**src/rtl/chess_kbd_pkg.sv**
```systemverilog
// Shared constants for the chess move-entry keyboard path: PS/2 scan codes,
// entry FSM state encoding and default dmem addresses of the move mailbox.
package chess_kbd_pkg;

  localparam logic [7:0] SC_BREAK = 8'hF0;
  localparam logic [7:0] SC_BKSP  = 8'h66;
  localparam logic [7:0] SC_ESC   = 8'h76;

  localparam logic [7:0] SC_A = 8'h1C;
  localparam logic [7:0] SC_B = 8'h32;
  localparam logic [7:0] SC_C = 8'h21;
  localparam logic [7:0] SC_D = 8'h23;
  localparam logic [7:0] SC_E = 8'h24;
  localparam logic [7:0] SC_F = 8'h2B;
  localparam logic [7:0] SC_G = 8'h34;
  localparam logic [7:0] SC_H = 8'h33;

  localparam logic [7:0] SC_1 = 8'h16;
  localparam logic [7:0] SC_2 = 8'h1E;
  localparam logic [7:0] SC_3 = 8'h26;
  localparam logic [7:0] SC_4 = 8'h25;
  localparam logic [7:0] SC_5 = 8'h2E;
  localparam logic [7:0] SC_6 = 8'h36;
  localparam logic [7:0] SC_7 = 8'h3D;
  localparam logic [7:0] SC_8 = 8'h3E;

  localparam logic [11:0] DEF_SRC_ADDR  = 12'd64;
  localparam logic [11:0] DEF_DST_ADDR  = 12'd65;
  localparam logic [11:0] DEF_FLAG_ADDR = 12'd66;

  typedef enum logic [2:0] {
    SRC_ENTRY = 3'd0,
    SRC_WR    = 3'd1,
    DST_ENTRY = 3'd2,
    DST_WR    = 3'd3,
    FLAG_WR   = 3'd4,
    WAIT_ACK  = 3'd5
  } entry_state_e;

  function automatic logic [31:0] square_word(input logic [2:0] row, input logic [2:0] col);
    return {26'd0, row, col};
  endfunction

endpackage

```
**src/rtl/ps2_square_decoder.sv**
```systemverilog
// Combinational PS/2 make-code classifier: file letter a..h -> col 0..7,
// rank digit 1..8 -> row 0..7; anything else is neither.
module ps2_square_decoder
  import chess_kbd_pkg::*;
(
  input  logic [7:0] i_code,
  output logic       o_is_letter,
  output logic       o_is_digit,
  output logic [2:0] o_idx
);

  // Scan code lookup
  always_comb begin
    o_is_letter = 1'b0;
    o_is_digit  = 1'b0;
    o_idx       = 3'd0;
    case (i_code)
      SC_A: begin o_is_letter = 1'b1; o_idx = 3'd0; end
      SC_B: begin o_is_letter = 1'b1; o_idx = 3'd1; end
      SC_C: begin o_is_letter = 1'b1; o_idx = 3'd2; end
      SC_D: begin o_is_letter = 1'b1; o_idx = 3'd3; end
      SC_E: begin o_is_letter = 1'b1; o_idx = 3'd4; end
      SC_F: begin o_is_letter = 1'b1; o_idx = 3'd5; end
      SC_G: begin o_is_letter = 1'b1; o_idx = 3'd6; end
      SC_H: begin o_is_letter = 1'b1; o_idx = 3'd7; end
      SC_1: begin o_is_digit  = 1'b1; o_idx = 3'd0; end
      SC_2: begin o_is_digit  = 1'b1; o_idx = 3'd1; end
      SC_3: begin o_is_digit  = 1'b1; o_idx = 3'd2; end
      SC_4: begin o_is_digit  = 1'b1; o_idx = 3'd3; end
      SC_5: begin o_is_digit  = 1'b1; o_idx = 3'd4; end
      SC_6: begin o_is_digit  = 1'b1; o_idx = 3'd5; end
      SC_7: begin o_is_digit  = 1'b1; o_idx = 3'd6; end
      SC_8: begin o_is_digit  = 1'b1; o_idx = 3'd7; end
      default: begin
        o_is_letter = 1'b0;
        o_is_digit  = 1'b0;
        o_idx       = 3'd0;
      end
    endcase
  end

endmodule

```
**src/rtl/move_entry_arbiter.sv**
```systemverilog
// Keyboard move-entry sequencer sharing the dmem write port with the CPU (CPU wins).
// Optional macro SAME_SQUARE_REJECT_EN discards a destination equal to the source.
module move_entry_arbiter
  import chess_kbd_pkg::*;
#(
  parameter logic [11:0] SRC_ADDR     = DEF_SRC_ADDR,
  parameter logic [11:0] DST_ADDR     = DEF_DST_ADDR,
  parameter logic [11:0] FLAG_ADDR    = DEF_FLAG_ADDR,
  parameter int unsigned STARVE_LIMIT = 16
) (
  input  logic        clock,
  input  logic        reset,
  input  logic [7:0]  ps2_key_data,
  input  logic        ps2_key_pressed,
  input  logic        cpu_we,
  input  logic [11:0] cpu_write_address,
  input  logic [31:0] cpu_write_data,
  input  logic        move_consumed,
  output logic        dmem_we,
  output logic [11:0] dmem_write_address,
  output logic [31:0] dmem_write_data,
  output logic [2:0]  entry_state,
  output logic        kb_starved
);

  localparam int CNT_W = $clog2(STARVE_LIMIT + 1);

  entry_state_e     r_state;
  entry_state_e     w_next_state;
  logic             r_break_pending;
  logic             r_letter_valid;
  logic [2:0]       r_letter;
  logic             r_digit_valid;
  logic [2:0]       r_digit;
  logic [CNT_W-1:0] r_starve_cnt;

  logic       w_is_letter;
  logic       w_is_digit;
  logic [2:0] w_idx;
  logic       w_in_entry;
  logic       w_is_wr;
  logic       w_act;
  logic       w_grant;
  logic       w_done;
  logic       w_esc;
  logic       w_bksp;
  logic       w_same_sq;
  logic [5:0] w_square;
  logic [11:0] w_kb_addr;
  logic [31:0] w_kb_data;

  ps2_square_decoder u_dec (
    .i_code      (ps2_key_data),
    .o_is_letter (w_is_letter),
    .o_is_digit  (w_is_digit),
    .o_idx       (w_idx)
  );

  assign w_in_entry = (r_state == SRC_ENTRY) || (r_state == DST_ENTRY);
  assign w_is_wr    = (r_state == SRC_WR) || (r_state == DST_WR) || (r_state == FLAG_WR);
  assign w_act      = ps2_key_pressed && !r_break_pending && (ps2_key_data != SC_BREAK) && w_in_entry;
  assign w_grant    = w_is_wr && !cpu_we;
  assign w_done     = r_letter_valid && r_digit_valid;
  assign w_square   = {r_digit, r_letter};
  assign w_esc      = w_act && (ps2_key_data == SC_ESC) && (r_state == DST_ENTRY);
  assign w_bksp     = w_act && (ps2_key_data == SC_BKSP);

`ifdef SAME_SQUARE_REJECT_EN
  logic [5:0] r_src_square;

  // Remember the committed source square for the same-square check
  always_ff @(posedge clock or negedge reset) begin
    if (!reset) begin
      r_src_square <= 6'd0;
    end else if (w_grant && (r_state == SRC_WR)) begin
      r_src_square <= w_square;
    end else begin
      r_src_square <= r_src_square;
    end
  end

  assign w_same_sq = (r_state == DST_ENTRY) && w_done && (w_square == r_src_square);
`else
  assign w_same_sq = 1'b0;
`endif

  // State register
  always_ff @(posedge clock or negedge reset) begin
    if (!reset) begin
      r_state <= SRC_ENTRY;
    end else begin
      r_state <= w_next_state;
    end
  end

  // Next-state logic; write states only advance on a grant
  always_comb begin
    w_next_state = r_state;
    case (r_state)
      SRC_ENTRY: if (w_done) w_next_state = SRC_WR; else w_next_state = SRC_ENTRY;
      SRC_WR:    if (w_grant) w_next_state = DST_ENTRY; else w_next_state = SRC_WR;
      DST_ENTRY: begin
        if (w_esc) begin
          w_next_state = SRC_ENTRY;
        end else if (w_done && !w_same_sq) begin
          w_next_state = DST_WR;
        end else begin
          w_next_state = DST_ENTRY;
        end
      end
      DST_WR:    if (w_grant) w_next_state = FLAG_WR; else w_next_state = DST_WR;
      FLAG_WR:   if (w_grant) w_next_state = WAIT_ACK; else w_next_state = FLAG_WR;
      WAIT_ACK:  if (move_consumed) w_next_state = SRC_ENTRY; else w_next_state = WAIT_ACK;
      default:   w_next_state = SRC_ENTRY;
    endcase
  end

  // Output mux: keyboard owns the port only on a grant
  always_comb begin
    w_kb_addr = SRC_ADDR;
    w_kb_data = 32'd0;
    case (r_state)
      SRC_WR:  begin w_kb_addr = SRC_ADDR;  w_kb_data = square_word(r_digit, r_letter); end
      DST_WR:  begin w_kb_addr = DST_ADDR;  w_kb_data = square_word(r_digit, r_letter); end
      FLAG_WR: begin w_kb_addr = FLAG_ADDR; w_kb_data = 32'd1; end
      default: begin w_kb_addr = SRC_ADDR;  w_kb_data = 32'd0; end
    endcase
    if (w_grant) begin
      dmem_we            = 1'b1;
      dmem_write_address = w_kb_addr;
      dmem_write_data    = w_kb_data;
    end else begin
      dmem_we            = cpu_we;
      dmem_write_address = cpu_write_address;
      dmem_write_data    = cpu_write_data;
    end
  end

  // Break-code tracking: the code after F0 is a release and is swallowed
  always_ff @(posedge clock or negedge reset) begin
    if (!reset) begin
      r_break_pending <= 1'b0;
    end else if (ps2_key_pressed) begin
      if (r_break_pending) begin
        r_break_pending <= 1'b0;
      end else if (ps2_key_data == SC_BREAK) begin
        r_break_pending <= 1'b1;
      end else begin
        r_break_pending <= r_break_pending;
      end
    end else begin
      r_break_pending <= r_break_pending;
    end
  end

  // Partial letter/digit capture, cleared on commit, edit keys or rejection
  always_ff @(posedge clock or negedge reset) begin
    if (!reset) begin
      r_letter_valid <= 1'b0;
      r_letter       <= 3'd0;
      r_digit_valid  <= 1'b0;
      r_digit        <= 3'd0;
    end else if ((w_grant && (r_state != FLAG_WR)) || w_esc || w_bksp || w_same_sq) begin
      r_letter_valid <= 1'b0;
      r_letter       <= 3'd0;
      r_digit_valid  <= 1'b0;
      r_digit        <= 3'd0;
    end else if (w_act && w_is_letter) begin
      r_letter_valid <= 1'b1;
      r_letter       <= w_idx;
    end else if (w_act && w_is_digit) begin
      r_digit_valid  <= 1'b1;
      r_digit        <= w_idx;
    end else begin
      r_letter_valid <= r_letter_valid;
      r_digit_valid  <= r_digit_valid;
    end
  end

  // Starvation counter: saturating count of denied write cycles
  always_ff @(posedge clock or negedge reset) begin
    if (!reset) begin
      r_starve_cnt <= '0;
    end else if (w_grant || !w_is_wr) begin
      r_starve_cnt <= '0;
    end else if (cpu_we && (r_starve_cnt != CNT_W'(STARVE_LIMIT))) begin
      r_starve_cnt <= r_starve_cnt + CNT_W'(1);
    end else begin
      r_starve_cnt <= r_starve_cnt;
    end
  end

  assign kb_starved  = (r_starve_cnt == CNT_W'(STARVE_LIMIT));
  assign entry_state = r_state;

endmodule

```
**config.mk**
```make
export PLATFORM = sky130hd
export DESIGN_NAME = move_entry_arbiter
export DESIGN_NICKNAME = d
export VERILOG_FILES = /design/src/rtl/chess_kbd_pkg.sv /design/src/rtl/ps2_square_decoder.sv /design/src/rtl/move_entry_arbiter.sv
export SDC_FILE = /design/constraint.sdc
export NUM_CORES = 1
export LEC_CHECK = 0
export BUFFER_PORTS_ARGS = -buffer_cell sky130_fd_sc_hd__buf_2
export CORE_MARGIN = 2
export CORE_UTILIZATION = 40
export DETAILED_ROUTE_END_ITERATION = 16
export GPL_TIMING_DRIVEN = 1
export PLACE_DENSITY = 0.84
export SYNTH_ARGS = -nofsm -noshare
export SYNTH_HDL_FRONTEND = slang
export SYNTH_SLANG_ARGS = --single-unit
```
**constraint.sdc**
```tcl
create_clock -name clock -period 3 [get_ports clock]
set_clock_uncertainty 0.05 [all_clocks]
set_input_delay 0.6 -clock clock [delete_from_list [all_inputs] [get_ports clock]]
set_output_delay 0.6 -clock clock [all_outputs]
set_load 0.03 [all_outputs]
```
==> results.toml, run 1 <==
[placement]
dp_cells = 328
hpwl_microns = 3390
pre_cts_slack_ns = 0.659
port_buffers = 105
gp_congestion = 0.840

[setup_path]
required_ns = 2.35
endpoint_kind = "output port"
worstPathCellList = "nand2_1 > mux2i_1 > nand2_1 > buf_4 > a22o_1 > buf_2"
cp_slowest_cell = "dfrtp_1"
critPathBufInv = 2
crit_type = "reg -> out"
crit_path_frequent_cell = "nand2_1"
arrival_ns = 1.99
critPathTopFamily = "flip-flops"
crit_path_max_incr_delay_ns = 0.55
crit_fanout = 43
critPathLaunchType = "flip-flop"

[timing]
hold_viol_final = 0
post-route-period-util = 0.880
fin_setup_tns_ns = 0
rsz0062_at_grt = "no"
post-route-min-period_ns = 2.64
fin_ws_ns = 0.360
slew_viol_final = 0
worstMarginPinSlew_ns = 0.572
relSlewSlack = 0.616
setup_viol = 0
max_freq_mhz = 379

[grt]
grt-ovfl-total = 0
antenna_found_initial = 0
grt_usage = 0.185
grt_pass1_wl_microns = 6210
grt_max_degree = 44
grt_pass1_vias = 1350

[power_and_ir_drop]
power.switching_uw = 693
switching_share = 0.515
worst_ir_drop_vdd_mv = 0.231
p_clk_frac = 0.130
power.internal_uw = 652
comb_power_share = 0.631
seq_power_share = 0.239
power-per-cell-area_mw_per_mm2 = 628
power_leakage_uw = 0.00108

[cts]
cts_max_path_buffers = 2
cts_buffers = 3
cts_tree = "yes"
htreeDepth = 1
cts_hold_buffers = 0
cts.sinks = 17
cts_resized = 0
path_clk_slew_ns = 0.07
clock-root-buffer = "clkbuf_8"
post-cts-setup-buffer-count = 0
worstSkewPairLatency_ns = 0.26

[floorplanning]
die_x_microns = 66.9
die_h_microns = 66.9
pin_count = 106
fp.coreArea_sq_mm = 0.00372
dieArea_sq_mm = 0.00447
fp-row-count = 22
initial_core_util = 0.425

[status]
outcome = "complete, no violations"

[logic_synthesis]
ys_seq_area_frac = 0.269
netlist_area_sq_mm = 0.00158
synth_warnings = 0
synth_seq_cells = 17
synth_nets = 244
synth_cell_types = 51
synth_edf_count = 0
syn_inst = 185
dominantRegCellSynth = "dfrtp_1"
syn_avg_cell_area_sq_um = 8.54
async_flop_share = 1.00

[routing]
detail_route.first_pass.iterations = 4
drtAntennaViolNets = 0
vias = 1677
wirelength_microns = 4230
routed_via_density = 5.05
wl_per_cell_microns = 12.7
drc = 0
initialDrtViolationCount = 27

[layout]
final_cells = 332
syn2layout_area_growth_pct = 35.5
antennaDiodeCount = 0
drive_gt1_frac = 0.430
final_nets = 344

[job]
maxCapViolations = 0

[hold_path]
hp-class = "in -> async"
==> cell usage after synthesis, types with 2 or more instances <==
| cell | number | area [sq um] |
|---|---|---|
| buf_2 | 4 | 20.0 |
| dfrtp_1 | 17 | 425 |
| mux2i_1 | 7 | 70.1 |
| nor2b_1 | 3 | 18.8 |
| nor3_1 | 2 | 10.0 |
| and2_1 | 35 | 219 |
| a31oi_1 | 2 | 12.5 |
| and3b_1 | 3 | 26.3 |
| nand2b_1 | 3 | 18.8 |
| a22o_1 | 6 | 52.6 |
| a21o_1 | 3 | 22.5 |
| buf_6 | 4 | 45.0 |
| o21ai_0 | 2 | 10.0 |
| xor2_1 | 3 | 26.3 |
| nor2_1 | 15 | 56.3 |
| clkbuf_1 | 3 | 11.3 |
| o21ai_1 | 2 | 10.0 |
| xnor2_1 | 3 | 26.3 |
| nand2_1 | 12 | 45.0 |
| nand4_1 | 2 | 12.5 |
| nand3_1 | 12 | 60.1 |
| ha_1 | 2 | 25.0 |
| o211ai_1 | 2 | 15.0 |
| nor3b_1 | 2 | 15.0 |
| inv_1 | 8 | 30.0 |
| a21oi_1 | 2 | 10.0 |
| nor3b_2 | 2 | 25.0 |
==> sequential cells by signal, indices dropped and copies added (netlist names) <==
register	count
r_digit_valid	1
r_break_pending	1
r_digit	3
r_letter	3
r_letter_valid	1
r_starve_cnt	5
entry_state	3
==> stage by stage <==
| stage | hold slack [ns] | power (uW) | utilization | instance area, sq um |
|---|---|---|---|---|
| final | 0.196 | 1340 | 0.576 | 2140 |
| after global routing | 0.224 | 1420 | 0.576 | 2140 |
| after CTS | 0.210 | 1350 | 0.576 | 2140 |
| after detailed placement | 0.450 | 1180 | 0.564 | 2100 |
| after global placement | 0.438 | 1170 | 0.564 | 2100 |
| after floorplan | 0.254 | 958 | - | 1580 |
==> kinds of logic (layout without fill, tap and decap cells) <==
family / count (synthesis) / count (layout) / share of synthesized area
AOI/OAI and AO/OA: 32 / 32 / 0.172
xor gates and xnor gates: 6 / 6 / 0.0333
adders and majority gates: 2 / 2 / 0.0158
buffers and inverters: 20 / 119 / 0.0721
DFF: 17 / 17 / 0.269
muxes: 8 / 8 / 0.0515
and+or+nand+nor: 100 / 100 / 0.386
==> final cells by class <==
cell class                 count  area [sq um]
tap                           48          60.1
multi-input combinational    148          1040
sequential                    17           425
timing repair buffer         107           541
fill                         337          1570
clock buffer                   4          45.0
inverter                       8          30.0
==> path summary, 6_finish.rpt <==
path	from	to	slack (ns)	cells after the start
worst max-delay path	entry_state[2]	dmem_write_data[2]	0.36	6
worst min-delay path	reset	r_starve_cnt[3]	0.20	1
worst max register to register	entry_state[0]	r_digit[2]	1.28	5
worst min register to register	r_letter_valid	r_letter_valid	0.46	2
max in group asynchronous	reset	r_digit[1]	2.43	1
min in group clock	r_letter_valid	r_letter_valid	0.46	2
==> metal layers <==
layer | global-route usage | vias up | wire length, microns
li1 | - | 845 | -
met1 | 0.199 | 760 | 1690
met2 | 0.344 | 68 | 2060
met3 | 0.0304 | 4 | 388
met4 | 0.0918 | 0 | 88
met5 | 0 | - | 0
==> placed cells by master (no fill, tap or decap), types with 3 or more instances in the layout <==
master	netlist	routed
buf_2	4	105
and2_1	35	35
dfrtp_1	17	17
nor2_1	15	15
nand2_1	12	12
nand3_1	12	12
inv_1	8	8
mux2i_1	7	7
a22o_1	6	6
and3b_1	3	3
nand2b_1	3	3
a21o_1	3	3
xnor2_1	3	3
xor2_1	3	3
nor2b_1	3	3
clkbuf_8	0	3
==> power groups by stage <==
stage / Sequential (uW) / Combinational, uW / Clock, uW
finish: 322 / 848 / 175
global route: 329 / 907 / 187
floorplan: 326 / 632 / 0
global placement: 325 / 843 / 0
CTS: 321 / 854 / 177
detailed placement: 325 / 854 / 0
Note: power is estimated with default switching activity, not from simulation.
==> inputs of run 2 (changes only) <==
--- a/config.mk
+++ b/config.mk
@@ -6,6 +6,7 @@
 export NUM_CORES = 1
 export LEC_CHECK = 0
 export BUFFER_PORTS_ARGS = -buffer_cell sky130_fd_sc_hd__buf_2
+export CORE_ASPECT_RATIO = 0.75
 export CORE_MARGIN = 2
 export CORE_UTILIZATION = 40
 export DETAILED_ROUTE_END_ITERATION = 16
==> run 2 against run 1 <==
Compared with the run above: utilization increased by 0.39 points; clock-buffer cell count decreased by 1; cell area increased by 1.1%.
==> results.toml, run 2 (synthesis results as in run 1) <==
[status]
outcome = "complete, no violations"

[layout]
syn2layout_area_growth_pct = 37.1
largest_reg_flops = 5
antennaDiodeCount = 0
drive_gt1_frac = 0.441
regMostFlops = "r_starve_cnt"
layout_common_cells = "buf_2 (105), and2_1 (35), dfrtp_1 (17)"
final_nets = 346
final_common_cell = "buf_2"

[placement]
port_buffers = 105
hpwl_microns = 4190
gp_congestion = 0.889

[setup_path]
crit_fanout = 28
timing.rr.start = "entry_state[0]"
arrival_ns = 2.05
r2r-end = "r_digit[0]"
worstPathCellList = "inv_1 > nand2_1 > mux2i_1 > nand2_2 > buf_4 > and2_1 > buf_2"
reg2reg_depth = 6
crit_type = "reg -> out"
critPathLaunchType = "flip-flop"
required_ns = 2.35
cp_slowest_cell = "dfrtp_1"
r2r_setup_slack_ns = 1.27
endpoint_kind = "output port"
crit_path_max_incr_delay_ns = 0.46

[cts]
cts_tree = "yes"
cts_hold_buffers = 0
worstSkewPairLatency_ns = 0.25
cts_max_path_buffers = 2
path_clk_slew_ns = 0.07
clock-root-buffer = "clkbuf_8"
htreeDepth = 1
cts.sinks = 17
cts_buffers = 3

[power_and_ir_drop]
power_leakage_uw = 0.00110
power-per-cell-area_mw_per_mm2 = 638
worst_ir_drop_vdd_mv = 0.337
power_uw = 1380

[timing]
fin_setup_tns_ns = 0
slew_viol_final = 0
post-route-min-period_ns = 2.70
worstMarginPinSlew_ns = 0.523
setup_viol = 0
hold_viol_final = 0
max_freq_mhz = 370
post-route-period-util = 0.901
rsz0062_at_grt = "no"
relSlewSlack = 0.649

[routing]
initialDrtViolationCount = 73
routed_via_density = 5.09
drtAntennaViolNets = 0
drc = 0
wl_per_cell_microns = 15.0
wirelength_microns = 5080
detail_route.first_pass.iterations = 4
vias = 1720

[floorplanning]
fp.coreArea_sq_mm = 0.00373
pin_count = 106
dieArea_sq_mm = 0.00447
initial_core_util = 0.423
die_h_microns = 58.4
fp-row-count = 19
die_x_microns = 76.6

[job]
maxCapViolations = 0

[grt]
grt-ovfl-total = 0
antenna_found_initial = 0
grt_pass1_vias = 1684
grt_max_degree = 29
grt_pass1_wl_microns = 8190
grt_usage = 0.230

[hold_path]
hp-class = "in -> async"
==> run 2: worst max-delay path: cells and delay by family, from the launching register on <==
family	cells	cell delay [ns]
simple gates	3	0.52
flops	1	0.46
mux	1	0.25
buf+inv	3	0.57
==> run 2: where the power goes <==
group	total, uW	internal [uW]	switching [uW]
clock network	171	92.1	78.7
registers	299	269	30.1
logic	913	303	610
==> run 2: worst max-delay path by stage <==
| stage | startpoint | to | slack [ns] | cells past startpoint |
|---|---|---|---|---|
| 6_report | entry_state[1] | dmem_write_address[9] | 0.30 | 7 |
| 5_1_grt | entry_state[1] | dmem_write_address[9] | 0.10 | 7 |
| 4_1_cts | entry_state[1] | dmem_write_address[9] | 0.17 | 7 |
| 3_5_place_dp | cpu_we | dmem_write_address[9] | 0.45 | 6 |
| 3_3_place_gp | cpu_we | dmem_write_data[24] | 0.50 | 6 |
| 2_1_floorplan | entry_state[2] | dmem_write_data[0] | 0.47 | 6 |
==> run 2: layout make-up <==
type,count,area (sq um)
Clock buffer,3,41.3
Clock inverter,1,5.00
Fill cell,360,1570
Inverter,8,30.0
Multi-Input combinational cell,148,1040
Sequential cell,17,425
Tap cell,52,65.1
Timing Repair Buffer,109,556
==> run 2: routing by layer <==
layer,part of all wire,global-route usage,wire [microns]
met5,0,0,0
met4,0.012,0.0545,59
met3,0.062,0.0537,317
met2,0.48,0.401,2460
met1,0.44,0.294,2240
==> run 2: through the flow <==
stage               instance area [sq um]   util  hold slack (ns)  worst slack, ns  cells
floorplan                            1580      -            0.254            0.470    185
detailed placement                   2120  0.567            0.444            0.450    334
finish                               2170  0.580            0.210            0.298    338
global placement                     2120  0.567            0.435            0.502    334
global route                         2170  0.580            0.229            0.101    338
CTS                                  2160  0.580            0.220            0.174    338
==> run 2: what timing repair did <==
| item | CTS | global route |
|---|---|---|
| gates resized for setup | 0 | 1 |
| buffers inserted | 0 | 0 |
| endpoints found under the setup margin | 0 | 28 |
